<file path="config.mk">
export PLATFORM = sky130hd
export DESIGN_NAME = bcd_countdown_timer
export DESIGN_NICKNAME = d
export VERILOG_FILES = /design/src/rtl/bcd_countdown_timer.sv
export SDC_FILE = /design/constraint.sdc
export NUM_CORES = 1
export LEC_CHECK = 0
export CORE_MARGIN = 8
export CORE_UTILIZATION = 35
export DETAILED_ROUTE_END_ITERATION = 12
export PLACE_DENSITY = 0.59
export SLEW_MARGIN = 40
export SYNTH_ARGS = -nofsm -noshare
export SYNTH_HDL_FRONTEND = slang
export SYNTH_SLANG_ARGS = --single-unit
export TNS_END_PERCENT = 5
</file>
<file path="constraint.sdc">
create_clock -name clk -period 2.95 [get_ports clk]
set_input_delay 0.295 -clock clk [delete_from_list [all_inputs] [get_ports clk]]
set_output_delay 0.295 -clock clk [all_outputs]
set_load 0.01 [all_outputs]
</file>
<file path="src/rtl/bcd_countdown_timer.sv">
// bcd_countdown_timer: packed-BCD hh:mm:ss countdown timer with load,
// start, pause/resume, a one-cycle expiry pulse and a sticky expired level.
// Optional feature macro: BCD_COUNTDOWN_AUTO_RELOAD_EN. When it is defined,
// expiry reloads the last legal load value and the timer keeps running.
module bcd_countdown_timer #(
    parameter logic [7:0] HH_MAX = 8'h99
) (
    input  logic       clk,
    input  logic       reset_n,
    input  logic       ena,
    input  logic       load,
    input  logic [7:0] ld_hh,
    input  logic [7:0] ld_mm,
    input  logic [7:0] ld_ss,
    input  logic       start,
    input  logic       pause,
    output logic [7:0] hh,
    output logic [7:0] mm,
    output logic [7:0] ss,
    output logic       running,
    output logic       done,
    output logic       expired,
    output logic       load_err
);

    typedef enum logic [1:0] {
        ST_IDLE  = 2'd0,
        ST_RUN   = 2'd1,
        ST_PAUSE = 2'd2,
        ST_DONE  = 2'd3
    } state_t;

    // True when both nibbles of a packed BCD byte are decimal digits.
    function automatic logic bcd_digits_ok(input logic [7:0] v);
        return (v[7:4] <= 4'h9) && (v[3:0] <= 4'h9);
    endfunction

    // Two-digit BCD decrement; 00 wraps to the supplied value.
    function automatic logic [7:0] bcd_dec(input logic [7:0] v, input logic [7:0] wrap);
        logic [7:0] r;
        if (v[3:0] != 4'h0) begin
            r = {v[7:4], v[3:0] - 4'h1};
        end else if (v[7:4] != 4'h0) begin
            r = {v[7:4] - 4'h1, 4'h9};
        end else begin
            r = wrap;
        end
        return r;
    endfunction

    state_t     state_r;
    logic [7:0] hh_r, mm_r, ss_r;
    logic       running_r, done_r, expired_r, load_err_r;
    logic [7:0] hh_dec_s, mm_dec_s, ss_dec_s;
    logic       load_ok_s, value_zero_s, value_one_s;
`ifdef BCD_COUNTDOWN_AUTO_RELOAD_EN
    logic [7:0] sh_hh_r, sh_mm_r, sh_ss_r;
    logic       shadow_zero_s;
`endif

    // Load validation, zero/one detection and the borrow-chained decrement.
    always_comb begin
        load_ok_s    = bcd_digits_ok(ld_hh) && bcd_digits_ok(ld_mm) && bcd_digits_ok(ld_ss) &&
                       (ld_mm <= 8'h59) && (ld_ss <= 8'h59) && (ld_hh <= HH_MAX);
        value_zero_s = (hh_r == 8'h00) && (mm_r == 8'h00) && (ss_r == 8'h00);
        value_one_s  = (hh_r == 8'h00) && (mm_r == 8'h00) && (ss_r == 8'h01);
        ss_dec_s     = bcd_dec(ss_r, 8'h59);
        if (ss_r == 8'h00) begin
            mm_dec_s = bcd_dec(mm_r, 8'h59);
        end else begin
            mm_dec_s = mm_r;
        end
        if ((ss_r == 8'h00) && (mm_r == 8'h00)) begin
            hh_dec_s = bcd_dec(hh_r, 8'h00);
        end else begin
            hh_dec_s = hh_r;
        end
`ifdef BCD_COUNTDOWN_AUTO_RELOAD_EN
        shadow_zero_s = (sh_hh_r == 8'h00) && (sh_mm_r == 8'h00) && (sh_ss_r == 8'h00);
`endif
    end

    // Control FSM and registered outputs; priority load > pause > start > ena.
    always_ff @(posedge clk or negedge reset_n) begin
        if (!reset_n) begin
            state_r    <= ST_IDLE;
            hh_r       <= 8'h00;
            mm_r       <= 8'h00;
            ss_r       <= 8'h00;
            running_r  <= 1'b0;
            done_r     <= 1'b0;
            expired_r  <= 1'b0;
            load_err_r <= 1'b0;
`ifdef BCD_COUNTDOWN_AUTO_RELOAD_EN
            sh_hh_r    <= 8'h00;
            sh_mm_r    <= 8'h00;
            sh_ss_r    <= 8'h00;
`endif
        end else begin
            done_r     <= 1'b0;
            load_err_r <= 1'b0;
            if (load) begin
                if (load_ok_s) begin
                    hh_r      <= ld_hh;
                    mm_r      <= ld_mm;
                    ss_r      <= ld_ss;
                    state_r   <= ST_IDLE;
                    running_r <= 1'b0;
                    expired_r <= 1'b0;
`ifdef BCD_COUNTDOWN_AUTO_RELOAD_EN
                    sh_hh_r   <= ld_hh;
                    sh_mm_r   <= ld_mm;
                    sh_ss_r   <= ld_ss;
`endif
                end else begin
                    load_err_r <= 1'b1;
                end
            end else if (pause) begin
                if (state_r == ST_RUN) begin
                    state_r   <= ST_PAUSE;
                    running_r <= 1'b0;
                end
            end else if (start) begin
                if (((state_r == ST_IDLE) || (state_r == ST_PAUSE)) && !value_zero_s) begin
                    state_r   <= ST_RUN;
                    running_r <= 1'b1;
                end
            end else if (ena && (state_r == ST_RUN)) begin
                if (value_one_s) begin
                    done_r <= 1'b1;
`ifdef BCD_COUNTDOWN_AUTO_RELOAD_EN
                    if (!shadow_zero_s) begin
                        hh_r <= sh_hh_r;
                        mm_r <= sh_mm_r;
                        ss_r <= sh_ss_r;
                    end else begin
                        hh_r      <= 8'h00;
                        mm_r      <= 8'h00;
                        ss_r      <= 8'h00;
                        state_r   <= ST_DONE;
                        running_r <= 1'b0;
                        expired_r <= 1'b1;
                    end
`else
                    hh_r      <= 8'h00;
                    mm_r      <= 8'h00;
                    ss_r      <= 8'h00;
                    state_r   <= ST_DONE;
                    running_r <= 1'b0;
                    expired_r <= 1'b1;
`endif
                end else begin
                    hh_r <= hh_dec_s;
                    mm_r <= mm_dec_s;
                    ss_r <= ss_dec_s;
                end
            end
        end
    end

    assign hh       = hh_r;
    assign mm       = mm_r;
    assign ss       = ss_r;
    assign running  = running_r;
    assign done     = done_r;
    assign expired  = expired_r;
    assign load_err = load_err_r;

endmodule

</file>
== Yosys cells after proc, flatten, opt, wreduce, memory -nomap -nowiden ==
Index checks and enable logic that the tools add are counted.
W data, S select, Z words.
Storage, ports and cells
  output and inout bits: 28
  input port bits: 30
  register bits: 30
Operators by class
  mux-type cells: 54
  magnitude comparators: 9
  reductions and logical operators: 40
  $add $sub $neg: 6
  equal/unequal tests: 11
Operators with widths (count)
  $mux W8: 26
  $reduce_bool A4 Y1: 8
  $reduce_and A5 Y1: 5
  $le A4 B4 Y1 const B: 6
  $logic_not A8 Y1: 3
  $sub A4 B1 Y4 const B: 6
  $mux W1: 20
  $le A8 B7 Y1 const B: 2
  $mux W2: 8
  $logic_and A1 B1 Y1: 14
  $reduce_and A6 Y1: 2
  $ne A3 B3 Y1 const B: 3
  $eq A8 B1 Y1 const B: 1
  $le A8 B8 Y1 const B: 1
  $reduce_bool A3 Y1: 2
  $ne A2 B2 Y1 const B: 2
  $ne A4 B2 Y1 const B: 1
  $reduce_and A4 Y1: 1
  $reduce_bool A2 Y1: 2
  $ne A3 B2 Y1 const B: 1
  $eq A2 B1 Y1 const B: 1
  $eq A2 B2 Y1 const B: 1
  $logic_not A2 Y1: 1
  $ne A2 B1 Y1 const B: 1
  other kinds (2): 2

== Longest topological paths before layout ==
  word-level depth: 9
  gate-level depth with buffers: 9
  gate-level depth less buffers: 8

== Worst setup path before layout ==
OpenSTA, ideal clock, no wires.
  path type: register to register
  from: register ss_r[0] (netlist: ss[0])
  to: register state_r[0]
  required time: 2.825 ns
  data arrival time: 2.021 ns
  stages on the path, launching flop included: 9
  period minus slack after synthesis: 2.146 ns
  setup slack: 0.804 ns
  buffers on the path: 0
  setup time: 0.125 ns
  path through: dfrtp_1 > inv_1 > ha_1 > nor3b_2 > and2_1 > a41oi_1 > o21ai_1 > nand2b_1 > mux2_4
Between the ends
  cells in the longest elaborated chain, start to end: 6
  elaborated cells on any way between the ends: 9
  those cells by class: eq/ne: 2; reduce/logical: 7
Ends and longest elaborated chain
  start: declaration: line 52  | logic [7:0] hh_r, mm_r, ss_r;
  start signal: assignment: line 106  | ss_r <= ld_ss;
  start signal: assignment: line 155  | ss_r <= ss_dec_s;
  $logic_not A8 Y1: line 65  | value_zero_s = (hh_r == 8'h00) && (mm_r == 8'h00) && (ss_r == 8'h00);
  $logic_and A1 B1 Y1: line 65
  $logic_not A1 Y1: line 124  | if (((state_r == ST_IDLE) || (state_r == ST_PAUSE)) && !value_zero_s) begin
  $logic_and A1 B1 Y1: line 124
  $ne A4 B2 Y1 (no source line)
  $reduce_and A5 Y1 (no source line) *
  end signal: assignment: line 120  | state_r <= ST_PAUSE;
  end signal: assignment: line 125  | state_r <= ST_RUN;
  end signal: assignment: line 148  | state_r <= ST_DONE;
  end: declaration: line 51  | state_t state_r;
Every way passes the cells marked *; elsewhere a longest branch is shown, timed or not.
A chain may end at the register's enable or synchronous reset.

== Worst setup path in the final report ==
  from: register hh_r[0] (netlist: hh[0])
  to: register mm_r[4] (netlist: mm[4])
Between the ends
  cells in the longest elaborated chain, start to end: 8
  elaborated cells on any way between the ends: 11
  those cells by class: eq/ne: 1; mux: 5; reduce/logical: 5
Ends and longest elaborated chain
  start: declaration: line 52
  start signal: assignment: line 104  | hh_r <= ld_hh;
  start signal: assignment: line 153  | hh_r <= hh_dec_s;
  $logic_not A8 Y1 *: line 66  | value_one_s = (hh_r == 8'h00) && (mm_r == 8'h00) && (ss_r == 8'h01);
  $logic_and A1 B1 Y1 * (2 in a row): line 66
  $mux W8: line 129  | if (value_one_s) begin
  $mux W8: line 128  | end else if (ena && (state_r == ST_RUN)) begin
  $mux W8: line 123  | end else if (start) begin
  $mux W8: line 118  | end else if (pause) begin
  $mux W8: line 102  | if (load) begin
  end signal: assignment: line 105  | mm_r <= ld_mm;
  end signal: assignment: line 154  | mm_r <= mm_dec_s;
  end: declaration: line 52
Every way passes the cells marked *; elsewhere a longest branch is shown, timed or not. The select of a mux whose other input is x is not followed.

==> results.yml <==
run_status:
  outcome: "complete, no violations"
power_and_ir_drop:
  power_density_mw_per_mm2: 674
  p_clk_share_pct: 18.5
  seq_power_share_pct: 35.5
  p_leak_nw: 1.17
  sw_frac_of_total_pct: 37.7
  power.switching_uw: 712
  pwr-share-comb_pct: 46.0
  intPower_mw: 1.18
  total_power_mw: 1.89
  ir_worst_vdd_v: 0.000310
setup_path:
  critical_path_class: "reg2reg"
  critPathMaxFanout: 9
  required_ns: 3.16
  cp.arrival_ns: 2.65
  startpoint_type: "flop"
  end_kind: "flop"
global_routing:
  grt_pass1_vias: 2040
  grt.overflow.total: 0
  antenna_found_initial: 0
  grt_pass1_wl_mm: 10.0
  grt_start_max_net_pins: 33
  track_usage_pct: 14.3
floorplanning:
  ios: 58
  start_util_pct: 36.4
  die_y_um: 91.9
  rows: 27
  core_mm2: 0.00554
  die-area_mm2: 0.00845
  die_width_um: 91.9
layout:
  diodes: 0
  drive_gt1_share_pct: 10.4
  layout.nets: 336
  area_growth_pct: 39.0
  layout_commonest_cell: "clkdlybuf4s50_1"
  final_cell_mix: "57 x clkdlybuf4s50_1, 30 x dfrtp_1, 27 x a21oi_1, 21 x o21ai_0, 20 x inv_1"
  postLayoutCellArea_mm2: 0.00280
sta:
  worstMarginPinSlew_ns: 0.480
  slew-limit-headroom_pct: 67.8
  final-setup-viol-count: 0
  tns_ns: 0
  fin_crit_sh_pct: 82.6
  rsz0062_at_grt: "no"
  slew_violations: 0
  hold_viol_final: 0
  achievable-frequency_mhz: 410
  finClkSkew_ns: 0.00697
  period_needed_ns: 2.44
synth:
  netlist-cell-type-count: 48
  synth_top_area_share_pct: 37.2
  async_reset_ff_share_pct: 100
  netlist_area_mm2: 0.00202
  postSynthAreaPerCell_um2: 8.73
  ys_top_cells_by_area: "dfrtp_1 37%, a21oi_1 6.7%, ha_1 5.6%, o21ai_0 5.2%, inv_1 3.7%"
  synth_nets: 270
  synth.largest_area_cell: "dfrtp_1"
  syn_inst: 231
  ys_seq_area_share_pct: 37.2
  yosysWarningCount: 0
  synth_flop_cell: "dfrtp_1"
  synth-seq-cells: 30
  synth-edff-count: 0
clocking:
  cts_buffer_depth: 2
  clkSlewWorstSetupHoldPaths_ns: 0.07
  clockRootBuffer: "clkbuf_8"
  clk_latency_ns: 0.28
  clkSinkCount: 30
  hold_buffers: 0
  cts_buffers: 5
  htree_levels: 2
  cts_tree: "done"
  cts_resized: 0
  post_cts_buffers: 0
job:
  maxCapViolations: 0
placement:
  hpwl_mm: 4.60
  gp_congestion: 0.810
  port_buffers: 57
  dpl-instance-area_mm2: 0.00271
route:
  wl_per_cell_um: 16.2
  drt_iter0_drc: 103
  final_antenna_net_count: 0
  totalWireLength_mm: 6.01
  drc_errors: 0
  vias_per_cell: 5.48
  route.vias.total: 2027
  firstDrtPassIters: 4
hold_path:
  worstHoldPathType: "in2async"
-- per-stage QoR --
step                      worst slack, ns  cells  utilization (%)  hold slack [ns]
after global routing                0.295    370             50.6            0.448
after CTS                           0.520    370             50.6            0.420
after detailed placement            0.497    362             49.0            0.469
after global placement              0.530    362             49.0            0.468
final                               0.513    370             50.6            0.399
after floorplan                     0.804    231                -        -0.000591
-- state kept, by name (all words and copies together) (netlist names) --
register,flops
hh,8
ss,8
load_err,1
expired,1
running,1
state_r,2
mm,8
done,1
-- worst max-delay path, stage by stage, from the launching register on --
cell	delay [ns]
dfrtp_1	0.41
inv_1	0.11
ha_1	0.23
nor3b_2	0.36
nand4b_4	0.24
o21ai_2	0.38
o21a_1	0.38
o22ai_1	0.12
a21oi_1	0.13
-- cell type report --
cell class	count	area [um^2]
Clock buffer	7	86.3
Clock inverter	1	5.00
Fill cell	552	2740
Inverter	20	75.1
Multi-Input combinational cell	174	1160
Sequential cell	30	751
Tap cell	72	90.1
Timing Repair Buffer	66	638
-- metal layers --
layer  vias to the layer above  part of all wire (%)  track usage (%)
li1                        994                     -                -
met5                         -                     0                0
met3                         7                   4.9             3.10
met4                         0                   1.1             4.56
met1                       976                    47             18.9
met2                        50                    47             22.7
-- power groups by stage --
stage	registers (mW)	clock network, mW	logic, mW
finish	0.671	0.349	0.869
global route	0.695	0.369	0.964
CTS	0.672	0.359	0.878
detailed placement	0.678	0	0.874
global placement	0.674	0	0.874
floorplan	0.700	0	0.420
-- kinds of logic after synthesis --
group | synth area share (%)
adder cells (fa/ha/maj) | 5.58
flip-flops | 37.2
AND/OR/NAND/NOR | 21.6
multiplexers | 0.744
buffers and inverters | 5.33
AO/OA/AOI/OAI | 29.5
-- cells in the mapped netlist (5+ instances only) --
master and count:
nor3_1 9, dfrtp_1 30, nor2_1 17, o21ai_0 21
a2bb2oi_1 5, o21ai_1 5, inv_1 20, ha_1 9
nand2_1 11, a211oi_1 8, a31oi_1 5, a21oi_1 27
-- path summary, 6_finish.rpt --
path                                              from                      to  slack, ns  cells past startpoint
worst max-delay path                 hh[0]$_DFFE_PN0P_       mm[4]$_DFFE_PN0P_       0.51                      8
worst min-delay path                           reset_n      load_err$_DFF_PN0_       0.40                      2
worst max register to register       hh[0]$_DFFE_PN0P_       mm[4]$_DFFE_PN0P_       0.51                      8
worst min register to register  state_r[1]$_DFFE_PN0P_  state_r[1]$_DFFE_PN0P_       0.48                      1
max in group asynchronous                      reset_n       hh[3]$_DFFE_PN0P_       2.25                      2
min in group clk                state_r[1]$_DFFE_PN0P_  state_r[1]$_DFFE_PN0P_       0.48                      1
Note: power is estimated with default switching activity, not from simulation.
